--- config.mk ---
export PLATFORM = sky130hd
export DESIGN_NAME = draw_command_queue
export DESIGN_NICKNAME = d
export VERILOG_FILES = /design/src/rtl/draw_command_queue.sv
export SDC_FILE = /design/constraint.sdc
export NUM_CORES = 1
export LEC_CHECK = 0
export CELL_PAD_IN_SITES_DETAIL_PLACEMENT = 1
export CELL_PAD_IN_SITES_GLOBAL_PLACEMENT = 1
export CORE_MARGIN = 5
export CORE_UTILIZATION = 49
export CTS_BUF_LIST = sky130_fd_sc_hd__clkbuf_8
export CTS_CLUSTER_SIZE = 16
export DETAILED_ROUTE_END_ITERATION = 6
export GPL_TIMING_DRIVEN = 0
export PLACE_DENSITY_LB_ADDON = 0.12
export SKIP_CTS_REPAIR_TIMING = 1
export SLEW_MARGIN = 0
export SYNTH_ARGS = -nofsm -noshare
export SYNTH_HDL_FRONTEND = slang
export SYNTH_SLANG_ARGS = --single-unit
--- constraint.sdc ---
create_clock -name Clk -period 8.2 [get_ports Clk]
set_input_delay 1.64 -clock Clk [delete_from_list [all_inputs] [get_ports Clk]]
set_output_delay 1.64 -clock Clk [all_outputs]
set_load 0.01 [all_outputs]
--- src/rtl/draw_command_queue.sv ---
// Sprite draw command FIFO feeding the graphics accelerator Start/Done handshake.
// End-of-frame markers hold later draws back until the next frame tick.
module draw_command_queue #(
    parameter int DEPTH = 16,
    parameter int AW    = 4
) (
    input  logic        Clk,
    input  logic        Reset,
    input  logic        cmd_valid,
    output logic        cmd_ready,
    input  logic [2:0]  cmd_img_id,
    input  logic [9:0]  cmd_x,
    input  logic [9:0]  cmd_y,
    input  logic        cmd_eof,
    input  logic        frame_tick,
    output logic [2:0]  img_id,
    output logic [9:0]  imgX,
    output logic [9:0]  imgY,
    output logic        Start,
    input  logic        Done,
    output logic [AW:0] count,
    output logic        empty,
    output logic        busy,
    output logic        frame_done
);

    typedef enum logic [1:0] {
        IDLE,
        ISSUE,
        RELEASE,
        WAIT_FRAME
    } state_t;

    state_t        state;
    logic [23:0]   mem [DEPTH];
    logic [AW-1:0] wr_ptr;
    logic [AW-1:0] rd_ptr;
    logic [23:0]   head;
    logic          push;
    logic          pop;

    // Full is judged on registered count only, so a same-cycle pop never frees a slot.
    assign cmd_ready = (count != (AW+1)'(DEPTH));
    assign empty     = (count == '0);
    assign busy      = (state != IDLE);
    assign push      = cmd_valid && cmd_ready;
    assign pop       = (state == IDLE) && !empty;
    assign head      = mem[rd_ptr];

    always_ff @(posedge Clk) begin
        if (push)
            mem[wr_ptr] <= {cmd_eof, cmd_img_id, cmd_y, cmd_x};
    end

    always_ff @(posedge Clk) begin
        if (Reset) begin
            wr_ptr <= '0;
            rd_ptr <= '0;
            count  <= '0;
        end else begin
            if (push)
                wr_ptr <= wr_ptr + 1'b1;
            if (pop)
                rd_ptr <= rd_ptr + 1'b1;
            unique case ({push, pop})
                2'b10:   count <= count + 1'b1;
                2'b01:   count <= count - 1'b1;
                default: count <= count;
            endcase
        end
    end

    always_ff @(posedge Clk) begin
        if (Reset) begin
            state      <= IDLE;
            Start      <= 1'b0;
            img_id     <= '0;
            imgX       <= '0;
            imgY       <= '0;
            frame_done <= 1'b0;
        end else begin
            frame_done <= 1'b0;
            unique case (state)
                IDLE: begin
                    if (!empty) begin
                        if (head[23]) begin
                            state <= WAIT_FRAME;
                        end else begin
                            img_id <= head[22:20];
                            imgY   <= head[19:10];
                            imgX   <= head[9:0];
                            Start  <= 1'b1;
                            state  <= ISSUE;
                        end
                    end
                end
                ISSUE: begin
                    if (Done) begin
                        Start <= 1'b0;
                        state <= RELEASE;
                    end
                end
                // Wait for the accelerator to drop Done before the next command.
                RELEASE: begin
                    if (!Done)
                        state <= IDLE;
                end
                WAIT_FRAME: begin
                    if (frame_tick) begin
                        frame_done <= 1'b1;
                        state      <= IDLE;
                    end
                end
                default: state <= IDLE;
            endcase
        end
    end

endmodule

==> After elaboration in Yosys (flattened, before gate mapping) <==
Memories as Yosys holds them, arrays and structs flattened. A register that Yosys moved wholly into a read port is not among the register bits.
Index checks and enable logic that the tools add are counted.
Widths: inputs -> output; s select.
{ "classes": {"n_reduce_logical": 12, "addsub": 4, "bitwise": 3, "n_mux": 16, "n_eq_ne": 11} }
{ "ops": {"columns": ["cell", "count"], "rows": [
  ["$mux 2", 5],
  ["$ne 2x2->1 const B", 5],
  ["$pmux 5 s2", 1],
  ["$add 4x1->4 const B", 2],
  ["$mux 4", 2],
  ["$pmux 2 s4", 1],
  ["$reduce_and 4->1", 2],
  ["$eq 2x2->1 const B", 3],
  ["$mux 1", 6],
  ["$reduce_bool 2->1", 3],
  ["$add 5x1->5 const B", 1],
  ["$logic_not 5->1", 1],
  ["$ne 5x5->1 const B", 1],
  ["$sub 5x1->5 const B", 1],
  ["$eq 2x1->1 const B", 2],
  ["$not 1->1", 3],
  ["$reduce_and 3->1", 1],
  ["$logic_and 1x1->1", 2],
  ["$logic_not 2->1", 1],
  ["$pmux 1 s2", 1],
  ["$reduce_or 2->1", 1],
  ["$logic_not 1->1", 1]
]} }
{ "word_totals": {"out_inout_bits": 33, "inputBits": 29, "n_memories": 1, "mem_bits_rw": 384, "word_cells": 56, "register_bits": 40} }
{ "memory_table": {"columns": ["memory", "depth", "word_bits", "read_ports", "rd_ports_with_merged_regs", "wr", "line", "text"], "rows": [
  ["mem", 16, 24, 1, 1, 1, "35", "logic [23:0] mem [DEPTH];"]
]} }

==> Logic depth before layout (Yosys ltp) <==
Gate-level depths: netlist of run 1.
{ "logic_depth": {"word_depth": 5, "depth_mapped": 12, "depth_no_buf": 10} }

==> Worst setup path before layout of run 1 <==
Ideal clock, no wire load.
{ "synth_path": {"kind": "in2reg", "from": "input port cmd_valid", "to": "memory mem[3][0], enable pin", "arrival_ns": 3.988, "required_time_ns": 7.765, "n_path_buf": 0, "path_stages": 3, "setup_slack_ns": 3.777, "setup_ns": 0.435, "path_cell_list": "a21boi_1 -> nand2_1 -> nor3_1"} }
{ "synth_between": {"elab_chain_cells": 3} }
{ "synth_rtl": {"columns": ["element", "line", "text"], "rows": [
  ["start: declaration", "9", "input logic cmd_valid,"],
  ["$logic_and 1x1->1", "46", "assign push = cmd_valid && cmd_ready;"],
  ["$mux 1", "51", "if (push)"],
  ["$mux 1 (implied by the code)", "52", "mem[wr_ptr] <= {cmd_eof, cmd_img_id, cmd_y, cmd_x};"],
  ["end: declaration", "35", null]
]} }
No other way between the ends.

==> Worst setup path after layout of run 1 <==
{ "layout_path": {"from": "input port cmd_valid", "to": "register count[4]"} }
{ "layout_between": {"elab_chain_cells": 3, "word_cells_on_any_way": 5, "classes_between": "2 x eq/ne; 1 x mux; 2 x reduce/logical"} }
{ "layout_rtl": {"columns": ["element", "line", "text"], "rows": [
  ["$logic_and 1x1->1 *", "46", null],
  ["$eq 2x1->1 / $eq 2x2->1 (equally long branches)", "65", "unique case ({push, pop})"],
  ["$pmux 5 s2 / $reduce_bool 2->1 (equally long branches)", null, null],
  ["end signal: assignment", "66", "2'b10: count <= count + 1'b1;"],
  ["end signal: assignment", "67", "2'b01: count <= count - 1'b1;"],
  ["end signal: assignment", "68", "default: count <= count;"],
  ["end: declaration", "21", "output logic [AW:0] count,"]
]} }
Mark *: on every way between the ends. The rest lies on a longest branch, timed or not.
A chain may end at the register's enable or synchronous reset.

==> metrics.md, run 1 <==
| Metric | Value |
|---|---|
| Status | `complete, no violations` |
| Final Cell Area | `~20000 sq um` |
| Post-Syn Nets | `between 700 and 800` |
| Post-Syn Area | `16400 sq um` |
| Final hold violation count | `0` |
| Reg clk slew, reported paths | `0.06 ns` |
| Die Ht | `between 150 and 200 um` |
| Slew margin rel. | `0.205` |
| Worst Hold Class | `flop to flop` |
| Cells along the critical path | `clkdlybuf4s50_1 > a21boi_1 > inv_1 > ha_1 > clkbuf_1 > xor2_1 > ha_1 > o211ai_1 > a21oi_1 > nor4_1 > mux2_2` |
| Worst EP arrival | `4.79 ns` |
| Die Wd | `between 150 and 200 um` |
| Largest family of logic cells by synthesized area | `multiplexers` |
| Nets | `951` |
| Skew-Pair Late Insertion Delay | `0.59 ns` |
| Row count | `67` |
| Post-synthesis compound-gate area fraction | `0.0284` |
| R2R cell count | `12` |
| Ys Warns | `0` |
| Number of global-route vias before repair | `8892` |
| Worst Hold Launch | `imgX[3]` |
| Drt via density | `5.70` |
| RSZ-0062 raised after global routing | `false` |
| CP required | `8.67 ns` |
| Critical R2R Capture | `count[4]` |
| DP HPWL | `25.5 mm` |
| Area of the core | `33300 sq um` |
| Post-synthesis simple-gate area fraction | `0.0202` |
| Max Cap Viol | `0` |
| Initial DRC count | `approximately 710` |
| CP Capture Type | `flop` |
| Slowest CP cell | `a21boi_1` |
| Count of input and output buffers | `60` |
| GPL Wtd Cong | `0.784` |
| Reg2reg start | `count[2]` |
| EDFF count, synth | `384` |
| Power, Total | `approximately 5.4 mW` |
| Routed length per instance | `27.4 um` |
| Peak fanout along the critical path | `10` |
| PwrDens | `between 200 and 300 nW/um^2` |
| Total Die Area | `37300 sq um` |
| Final WS setup | `3.88 ns` |
| Minimum clock period | `between 4 and 5 ns` |
| Largest area contributor in the netlist | `edfxtp_1` |
| Synth Area in XOR/XNOR | `0.00533` |
| Initial antenna violation count | `1` |
| Most frequent cells after synthesis | `edfxtp_1 (384), mux4_2 (120), dfxtp_1 (44)` |
| Placed Area | `18100 sq um` |
| Final setup vio count | `0` |
| GRT Overall Usage | `0.216` |
| Total grt overflow | `0` |
| Largest net degree at the start of global routing | `20` |
| Yosys reg bits | `428` |
| Most common cell in the netlist | `edfxtp_1` |
| DR pass1 iterations | `5` |
| End point of the worst hold path | `imgX[3]` |
| Worst R2R Setup Slack | `approximately 4.7 ns` |
| Startpoint types | `input pin` |
| Seq/Total Area, Yosys | `0.756` |
| Worst slew pin tran | `1.19 ns` |
| Syn_area_per_cell | `21.7 sq um` |
| ANT nets after route | `0` |
| Root Driver | `clkbuf_8` |
| Total wire length | `38.9 mm` |
| Total CTS buffers | `71` |
| Post-synthesis adder-cell area fraction | `0.00609` |
| Post-synthesis mux area share | `0.166` |
| Worst Skew | `0.0225 ns` |
| Clock sink total | `428` |
| Antenna diodes | `0` |
| CTS tree | `yes` |
| Dpl ws | `~3.3 ns` |
| Post-route DRC | `0` |
| Fmax | `about 230 MHz` |
| Leak | `6.28 nW` |
| First-pass GRT wire length | `58.0 mm` |
| Area growth, synth to finish | `18.8%` |
| Via Count | `8083` |
| Gate Count Post-Synth | `757` |
| Ys flop type | `edfxtp_1` |
| Period utilisation layout | `0.527` |
| Ys async rst share | `0` |
| Htree depth | `3` |
| Sum Neg Setup Slack | `0 ns` |
| Boundary Pins | `62` |
| CP most frequent cell | `ha_1` |
| Hold depth | `1` |
| Slowest cell delay on critical path | `0.64 ns` |
| Share of layout cells above drive strength 1 | `0.302` |
| Synth area leaders | `edfxtp_1 (70%), mux4_2 (16%), dfxtp_1 (5.4%), o2bb2ai_2 (1.8%), nor2_1 (0.80%)` |
| Top cell type's share of synthesized area | `0.702` |
| CTS max path bufs | `3` |
| Initial Util | `0.494` |
| Final slew viol count | `0` |
| Netlist cell types | `43` |
| Peak supply drop | `145 uV` |
| Kind of critical path | `input pin to flop` |
[how the worst max path moves through the flow]
stage	start	to	slack, ns	cells past startpoint
finish	cmd_valid	count[4]	3.88	11
global route	cmd_valid	count[4]	3.66	11
CTS	cmd_valid	count[4]	3.89	11
detailed placement	cmd_valid	count[4]	3.27	11
global placement	cmd_valid	mem[3][21]	0.91	4
floorplan	cmd_valid	mem[3][0]	3.78	3
[critical path, delay by kind of cell]
kind,cells,cell delay (ns)
mux,1,0.37
simple gates,1,0.31
compound gates,3,0.94
fa+ha+maj,2,0.50
xor+xnor,1,0.20
buf+inv,3,0.84
[metal layers]
metal	up-vias	track usage	wire (um)
li1	3446	-	-
met1	4307	0.303	16300
met2	280	0.351	19300
met3	48	0.0504	2680
met4	2	0.0498	561
met5	-	0	20
[cells by family (layout without fill, tap and decap cells)]
family / after synthesis / in the layout
xor gates and xnor gates: 10 / 10
DFF: 428 / 428
adders and majority gates: 8 / 8
muxes: 122 / 122
AOI/OAI and AO/OA: 45 / 45
and+or+nand+nor: 72 / 72
buffers and inverters: 72 / 285
[cell type report]
cell class                 count  area, sq um
fill                        2869        13800
sequential                   428        12400
multi-input combinational    257         3820
clock buffer                  80         1100
timing repair buffer          84         1050
tap                          448          561
clock inverter                49          275
buffer                        42          193
inverter                      30          113
[flip-flops by register name, summed over array words and instances, names as in the netlist, named ones only]
register and flops:
frame_done 1, rd_ptr 4, mem 384, wr_ptr 4, imgY 10, img_id 3, imgX 10, count 5
Start 1, state 2
[power breakdown]
| group | internal [mW] | total (mW) | leakage (nW) | switching, mW |
|---|---|---|---|---|
| Combinational | 0.495 | 1.04 | 1.64 | 0.544 |
| Sequential | 2.47 | 2.53 | 3.83 | 0.0560 |
| Clock | 0.963 | 1.80 | 0.815 | 0.835 |
[per-stage QoR]
stage / utilization / hold slack, ns / cells
finish: 0.587 / 0.469 / 1418
global route: 0.587 / 0.483 / 1418
CTS: 0.587 / 0.473 / 1418
detailed placement: 0.545 / 0.452 / 1289
global placement: 0.528 / 0.451 / 1265
floorplan: - / 0.472 / 757
[cells in the final DEF, fill, tap and decap left out, types with 2 or more instances in the layout]
cell / n
clkinv_1: 3
nor3b_1: 2
inv_6: 4
nor3_2: 4
a21oi_1: 9
o2bb2ai_1: 3
clkdlybuf4s50_1: 60
bufinv_16: 2
buf_2: 10
nand2b_1: 3
inv_1: 60
clkbuf_8: 80
nor3_1: 3
nor2_1: 23
ha_1: 8
o21ai_0: 2
xnor2_1: 3
nand4_1: 2
buf_1: 7
mux4_2: 120
buf_12: 3
o2bb2ai_2: 20
edfxtp_1: 384
xor2_1: 7
clkinv_2: 6
dfxtp_1: 44
buf_16: 9
nand2_1: 14
nor2_4: 12
or2_2: 2
clkinvlp_4: 3
buf_6: 14
clkbuf_1: 22
Note: power is estimated with default switching activity, not from simulation.
==> run 2: changes to the inputs <==
Clock period 8.2 ns to 3.7 ns, I/O delays scaled along.
==> metrics.md, run 2 (synthesis gave the netlist of run 1 again) <==
| Metric | Value |
|---|---|
| Status | `complete, no violations` |
| Area growth, synth to finish | `18.9%` |
| Commonest non-fill, non-tap cells in the layout | `edfxtp_1 (384), mux4_2 (120), clkbuf_8 (80)` |
| DP HPWL | `25.5 mm` |
| Cells along the critical path | `clkbuf_1 > nor4_2 > a21o_1 > inv_2 > ha_1 > clkbuf_1 > xor2_1 > ha_1 > o211ai_1 > a21oi_1 > nor4_1 > mux2_2` |
| Total wire length | `roughly 40 mm` |
| Peak supply drop | `321 uV` |
| Total grt overflow | `0` |
| Root Driver | `clkbuf_8` |
| Minimum clock period | `3.36 ns` |
| Worst EP arrival | `around 3.8 ns` |
| Final setup vio count | `0` |
| Slowest cell delay on critical path | `0.47 ns` |
| Nets | `~950` |
| Via Count | `8081` |
| Htree depth | `3` |
| Most flop-heavy register | `mem` |
| Power, Total | `11.9 mW` |
| Area of the core | `33300 sq um` |
| Clock sink total | `428` |
| CP required | `between 4 and 5 ns` |
| Most common cell after layout, fill and taps aside | `edfxtp_1` |
| Total Die Area | `37300 sq um` |
| Initial Util | `0.494` |
| Area of the multi-input gates | `3820 sq um` |
| Boundary Pins | `62` |
| Max reg flops | `between 300 and 400` |
| Die Ht | `193 um` |
| Final slew viol count | `0` |
| Worst Hold Class | `flop to flop` |
| Count of input and output buffers | `60` |
| Peak fanout along the critical path | `10` |
| Share of layout cells above drive strength 1 | `0.303` |
| Slowest CP cell | `nor4_2` |
| Reg clk slew, reported paths | `around 0.06 ns` |
| First-pass GRT wire length | `58.0 mm` |
| Period utilisation layout | `0.909` |
| Total CTS buffers | `71` |
| Min Hold Slack | `roughly 0.47 ns` |
| Final Cell Area | `19500 sq um` |
| Post-route DRC | `0` |
| Skew-Pair Late Insertion Delay | `0.59 ns` |
| Reg2reg start | `count[1]` |
| Max Cap Viol | `0` |
| CP Capture Type | `flop` |
| Filler Cells Inserted | `2867` |
| Antenna diodes | `0` |
| Top flop regs | `mem: 384 flops, imgX: 10 flops, imgY: 10 flops` |
| Number of global-route vias before repair | `8892` |
| GRT Overall Usage | `0.216` |
| Initial antenna violation count | `1` |
| DR pass1 iterations | `5` |
| Routed length per instance | `about 27 um` |
| CTS tree | `yes` |
| Placed cells | `~1300` |
| Startpoint types | `flop` |
| PwrDens | `609 nW/um^2` |
| Worst Hold Launch | `imgX[3]` |
| FF/Latch Area | `12400 sq um` |
| WP buf/inv | `3` |
| Kind of critical path | `flop to flop` |
| Fmax | `around 300 MHz` |
| Layout Cells excl Fill | `around 1400` |
| Final hold violation count | `0` |
| ANT nets after route | `0` |
| Worst Skew | `0.0225 ns` |
| Slew margin rel. | `0.205` |
| RSZ-0062 raised after global routing | `false` |
| Initial DRC count | `712` |
| Die Wd | `193 um` |
| Crit-path leading delay family | `simple AND/OR/NAND/NOR gates` |
| Placed Area | `18100 sq um` |
| Worst slew pin tran | `1.19 ns` |
| Setup crit start | `count[1]` |
| Leak | `6.28 nW` |
| GPL Wtd Cong | `0.784` |
| CTS max path bufs | `3` |
| Largest net degree at the start of global routing | `20` |
| Drt via density | `5.70` |
| Row count | `67` |
[run 2: path summary, 6_finish.rpt]
kind | end | slack (ns) | depth (start not counted)
max | count[4] | 0.34 | 12
min | imgX[3] | 0.47 | 1
min reg2reg | imgX[3] | 0.47 | 1
max reg2reg | count[4] | 0.34 | 12
[run 2: final cells by class]
cell class | instances | area share
Sequential cell | 428 | 0.636
Multi-Input combinational cell | 257 | 0.196
Clock buffer | 80 | 0.0564
Timing Repair Buffer | 84 | 0.0536
Tap cell | 448 | 0.0287
Clock inverter | 49 | 0.0141
Buffer | 42 | 0.00987
Inverter | 30 | 0.00577
[run 2: per-stage QoR]
| step | worst slack [ns] | util | setup TNS [ns] |
|---|---|---|---|
| after floorplan | 0.177 | - | 0 |
| after global placement | -2.69 | 0.528 | -584.96 |
| after detailed placement | -0.330 | 0.545 | -2.10 |
| after CTS | 0.147 | 0.587 | 0 |
| after global routing | 0.111 | 0.587 | 0 |
| final | 0.338 | 0.587 | 0 |
[run 2: worst register-to-register path: stages, from the launching register on]
cell and delay (ns):
dfxtp_1 0.31, clkbuf_1 0.19, nor4_2 0.47, a21o_1 0.30, inv_2 0.12, ha_1 0.22, clkbuf_1 0.22, xor2_1 0.20
ha_1 0.24, o211ai_1 0.20, a21oi_1 0.10, nor4_1 0.31, mux2_2 0.37
[run 2: per-layer routing]
layer	up-vias	part of all wire	GRT usage
li1	3446	-	-
met1	4305	0.42	0.303
met2	280	0.50	0.351
met3	48	0.069	0.0504
met4	2	0.014	0.0498
met5	-	0.00051	0
[run 2: where the power goes]
| part | total [mW] | internal, mW | leakage [nW] | switching, mW |
|---|---|---|---|---|
| clock | 3.99 | 2.13 | 0.815 | 1.85 |
| sequential | 5.60 | 5.48 | 3.83 | 0.125 |
| combinational | 2.31 | 1.10 | 1.64 | 1.21 |
==> run 3: changes to the inputs <==
Clock period 3.7 ns to 4.3 ns, I/O delays scaled along.
==> results of run 3 <==
The final DEF is identical to that of run 1. Status: complete, no violations.
Among the figures that moved: setup slack after placement 3.27 ns -> 0.150 ns; setup slack after layout 3.88 ns -> 0.759 ns; register-to-register setup slack 4.69 ns -> 0.79 ns; total power 5.37 mW -> 10.2 mW; worst IR drop on VDD 145 uV -> 276 uV
